<file path="config.mk">
export PLATFORM = sky130hd
export DESIGN_NAME = bin2bcd_seq
export DESIGN_NICKNAME = d
export VERILOG_FILES = /design/src/rtl/bin2bcd_seq.sv
export SDC_FILE = /design/constraint.sdc
export NUM_CORES = 1
export LEC_CHECK = 0
export BUFFER_PORTS_ARGS = -buffer_cell sky130_fd_sc_hd__buf_2
export CORE_MARGIN = 10
export CORE_UTILIZATION = 50
export DETAILED_ROUTE_END_ITERATION = 10
export PLACE_DENSITY_LB_ADDON = 0.25
export SYNTH_ARGS = -nofsm -noshare
export SYNTH_HDL_FRONTEND = slang
export SYNTH_SLANG_ARGS = --single-unit
export TNS_END_PERCENT = 1
</file>
<file path="constraint.sdc">
create_clock -name clk -period 4.2 [get_ports clk]
set_clock_uncertainty 0.05 [all_clocks]
set_input_delay 0.63 -clock clk [delete_from_list [all_inputs] [get_ports clk]]
set_output_delay 0.63 -clock clk [all_outputs]
set_load 0.05 [all_outputs]
</file>
<file path="src/rtl/bin2bcd_seq.sv">
// Sequential binary-to-BCD converter (shift-and-add-3, one bit per clock).
// A start pulse loads the operand; BIN_W shift cycles later the result is
// presented on bcd together with a one-cycle done pulse and an overflow flag
// that reports when the true value needed more than DIGITS decimal digits.
module bin2bcd_seq #(
    parameter int BIN_W  = 8,
    parameter int DIGITS = 3
) (
    input  logic                  clk,
    input  logic                  rst,
    input  logic                  start,
    input  logic [BIN_W-1:0]      bin,
    output logic [4*DIGITS-1:0]   bcd,
    output logic                  busy,
    output logic                  done,
    output logic                  overflow
);

    localparam int BCD_W = 4 * DIGITS;
    localparam int CNT_W = $clog2(BIN_W + 1);

    typedef enum logic [0:0] {
        IDLE_S  = 1'b0,
        SHIFT_S = 1'b1
    } state_t;

    state_t             state_r;
    logic [BIN_W-1:0]   shift_r;
    logic [BCD_W-1:0]   work_r;
    logic [CNT_W-1:0]   cnt_r;
    logic               ovf_r;

    logic [BCD_W-1:0]   adj_s;
    logic [4:0]         dig_s;
    logic               top_carry_s;
    logic [BCD_W-1:0]   work_nxt_s;
    logic [BIN_W-1:0]   shift_nxt_s;
    logic               ovf_hit_s;

    // Adds 3 to a digit of 5 or more; bit 4 is the carry out of the nibble.
    function automatic logic [4:0] add3_fn(input logic [3:0] d);
        logic [4:0] r;
        if (d >= 4'd5) begin
            r = {1'b0, d} + 5'd3;
        end else begin
            r = {1'b0, d};
        end
        return r;
    endfunction

    // Digit adjust for the current working value, tracking the top digit's carry.
    always_comb begin
        adj_s       = '0;
        dig_s       = '0;
        top_carry_s = 1'b0;
        for (int i = 0; i < DIGITS; i++) begin
            dig_s              = add3_fn(work_r[4*i +: 4]);
            adj_s[4*i +: 4]    = dig_s[3:0];
            if (i == DIGITS - 1) begin
                top_carry_s = dig_s[4];
            end else begin
                top_carry_s = top_carry_s;
            end
        end
    end

    // One shift step: the top adjusted bit falls off (truncation) and flags overflow.
    always_comb begin
        work_nxt_s  = {adj_s[BCD_W-2:0], shift_r[BIN_W-1]};
        shift_nxt_s = shift_r << 1;
        ovf_hit_s   = top_carry_s | adj_s[BCD_W-1];
    end

    // Control FSM with working registers and registered outputs.
    always_ff @(posedge clk) begin
        if (rst) begin
            state_r  <= IDLE_S;
            shift_r  <= '0;
            work_r   <= '0;
            cnt_r    <= '0;
            ovf_r    <= 1'b0;
            bcd      <= '0;
            busy     <= 1'b0;
            done     <= 1'b0;
            overflow <= 1'b0;
        end else begin
            case (state_r)
                IDLE_S: begin
                    done <= 1'b0;
                    if (start) begin
                        shift_r <= bin;
                        work_r  <= '0;
                        cnt_r   <= CNT_W'(BIN_W);
                        ovf_r   <= 1'b0;
                        busy    <= 1'b1;
                        state_r <= SHIFT_S;
                    end else begin
                        state_r <= IDLE_S;
                    end
                end
                SHIFT_S: begin
                    work_r  <= work_nxt_s;
                    shift_r <= shift_nxt_s;
                    ovf_r   <= ovf_r | ovf_hit_s;
                    cnt_r   <= cnt_r - CNT_W'(1);
                    if (cnt_r == CNT_W'(1)) begin
                        bcd      <= work_nxt_s;
                        overflow <= ovf_r | ovf_hit_s;
                        done     <= 1'b1;
                        busy     <= 1'b0;
                        state_r  <= IDLE_S;
                    end else begin
                        done     <= 1'b0;
                        state_r  <= SHIFT_S;
                    end
                end
                default: begin
                    state_r <= IDLE_S;
                    busy    <= 1'b0;
                    done    <= 1'b0;
                end
            endcase
        end
    end

endmodule

</file>
==> results.md <==
- Status: completed
- Async SR Flop Fraction: 0%
- Gr ovfl total: 0
- Overall routing resource usage: 12.65%
- Longest Clk Path Bufs: 2
- Reg2reg start: cnt_r[0]
- CTS buffer count: 5
- Worst Setup EP: bcd[1]
- Reg clk slew, reported paths: 0.08 ns
- # Post-CTS Setup Buffers: 0
- Placement Rows: 22
- Sink Count: 41
- Remaining DRCs: 0
- Critical path capture point type: register
- Diode count: 0
- Nets@finish: 258
- Layout cell share with drive strength beyond 1: 19.17%
- Area grow syn2layout: 13.81%
- DP HPWL: 2568 um
- RD Place Congestion: 0.8321
- Core area: 3689 um2
- Tmin final: 1.895 ns
- Placed cell area: 2052 um2
- P per Cell Area: 396.9 nW/um2
- Post-synth EDFFs: 0
- Worst reg2reg path depth: 4
- Synthesis-stage register bit count: 41
- Drt wl/cell: 13.44 um
- Worst-margin pin slew: 0.7623 ns
- Hold slack: 0.4283 ns
- Final count of pins violating max slew: 0
- Reg2reg setup slack: 2.31 ns
- Final setup viols: 0
- Hold bufs inserted after CTS: 0
- H-tree levels: 2
- Synth Cell Area: 1921 um2
- Final wirelength: 3871 um
- Max cap viols: 0
- Crit path launch: cnt_r[0]
- Antenna viol nets, final: 0
- Die height: 81.98 um
- Most area-consuming cells after synthesis: dfxtp_1 43%, nor2_1 5.9%, ha_1 5.2%
- Post-route core utilization: 59.26%
- Crit path DAT: 2.07 ns
- Total Die Area: 6720 um2
- Worst-Skew Late Latency: 0.30 ns
- Post-synth top flop: dfxtp_1
- Mapped Avg Cell Area: 8.851 um2
- WP data required: 4.37 ns
- Commonest cells after routing, fill and taps aside: 41 x dfxtp_1, 30 x nor2_1, 25 x buf_2
- Max IR drop VDD: 0.3137 mV
- Achievable clock frequency: 527.8 MHz
- Drt pass-1 iters: 4
- Vias in the first global route: 1458
- Final Hold Viols: 0
- Most common cell after layout, fill and taps aside: dfxtp_1
- Port bufs: 25
- Max-slew headroom: 49.18%
- Initial detailed-routing violation count: 177
- RSZ-0062 raised after global routing: no
- Max FO, Critical Path: 17
- Worst hold-check path type: register to register
- Sequential area share after synthesis: 42.74%
- First-pass GRT wire length: 6693 um
- Final period util: 45.11%
- Leading area contributor after synthesis: dfxtp_1
- CTS Root Cell: clkbuf_8
- Initial antenna violation count: 0
- Yosys cell types: 36
- Leak: 0.8512 nW
- Initial Utilization: 52.07%
- Post-layout instance area: 2186 um2
- R2r endpoint: bcd[1]
- Top-level port count: 26
- CP Launch Type: register
- Synth Net Count: 236
- Yosys top cell area share: 42.74%
- Ys Warns: 0
- Vias post-DR: 1519
- Synth Instances: 217
- Worst Path Class, Setup: register to register
- Fin Setup TNS: 0 ns
- Resized cells post-CTS: 0
- Via density: 5.274
- CTS tree: built
- Die X: 81.98 um
- Pin count of the biggest net entering global routing: 40
-- routing by layer --
layer / vias up / global-route usage [%] / part of all wire (%)
met4: 0 / 5.102 / 1.4
met3: 5 / 5.459 / 6.7
met5: - / 0 / 0
met2: 23 / 19.51 / 43
li1: 803 / - / -
met1: 688 / 15.16 / 49
-- synth_stat cells, types with 2 or more instances --
library cell / count
xnor2_1: 2
nor2_2: 2
a21oi_1: 19
nand2_1: 8
nor3_1: 6
a211oi_1: 2
ha_1: 8
a311oi_2: 4
mux2i_1: 9
clkbuf_1: 5
nand2b_1: 7
inv_1: 10
buf_2: 4
nor2_1: 30
o21ai_0: 19
mux2_2: 3
nand3b_1: 13
nand3_1: 5
nor3b_1: 4
dfxtp_1: 41
-- power breakdown --
group | internal (mW) | switching (mW)
combinational | 0.0289 | 0.0509
sequential | 0.401 | 0.00696
clock | 0.236 | 0.144
total | 0.666 | 0.202
-- logic make-up after synthesis --
| logic type | Yosys count | synth area share (%) |
|---|---|---|
| mux | 12 | 6.450 |
| compound gates | 50 | 16.68 |
| buf+inv | 22 | 5.342 |
| xor+xnor | 2 | 0.9122 |
| fa+ha+maj | 8 | 5.212 |
| simple gates | 82 | 22.67 |
| flops | 41 | 42.74 |
-- worst max-delay path, stage by stage, from the launching register on --
cell and delay (ns):
dfxtp_1 0.39, ha_1 0.20, and3_1 0.66, nand2b_1 0.30, o21ai_0 0.23
-- flip-flops by register name, indices dropped and copies added (netlist names) --
| register | flops |
|---|---|
| bcd | 12 |
| busy | 1 |
| cnt_r | 4 |
| done | 1 |
| overflow | 1 |
| ovf_r | 1 |
| shift_r | 8 |
| state_r | 1 |
| work_r | 12 |
-- worst min-delay path by stage --
stage	from	to	slack, ns	depth (start not counted)
finish	shift_r[7]	bcd[0]	0.43	2
global placement	bcd[0]	bcd[0]	0.41	2
CTS	bcd[0]	bcd[0]	0.43	2
detailed placement	bcd[0]	bcd[0]	0.42	2
floorplan	shift_r[7]	bcd[0]	0.39	2
global route	bcd[0]	bcd[0]	0.47	2
-- layout make-up --
class / instances / area [um2]
fillers: 349 / 1503
multi-input cells: 154 / 997.2
well taps: 48 / 60.06
inverters: 11 / 41.29
flip-flops and latches: 41 / 820.8
clock buffers: 5 / 68.82
clock inverters: 3 / 65.06
repair buffers: 26 / 132.6
-- per-stage QoR --
stage / cells / setup WS, ns / power, mW
after floorplan: 217 / 2.698 / 0.4802
after global placement: 280 / 2.205 / 0.4950
after detailed placement: 280 / 2.153 / 0.4966
after CTS: 288 / 2.284 / 0.8777
after global routing: 288 / 2.122 / 0.8979
final: 288 / 2.305 / 0.8677
Note: power is estimated with default switching activity, not from simulation.
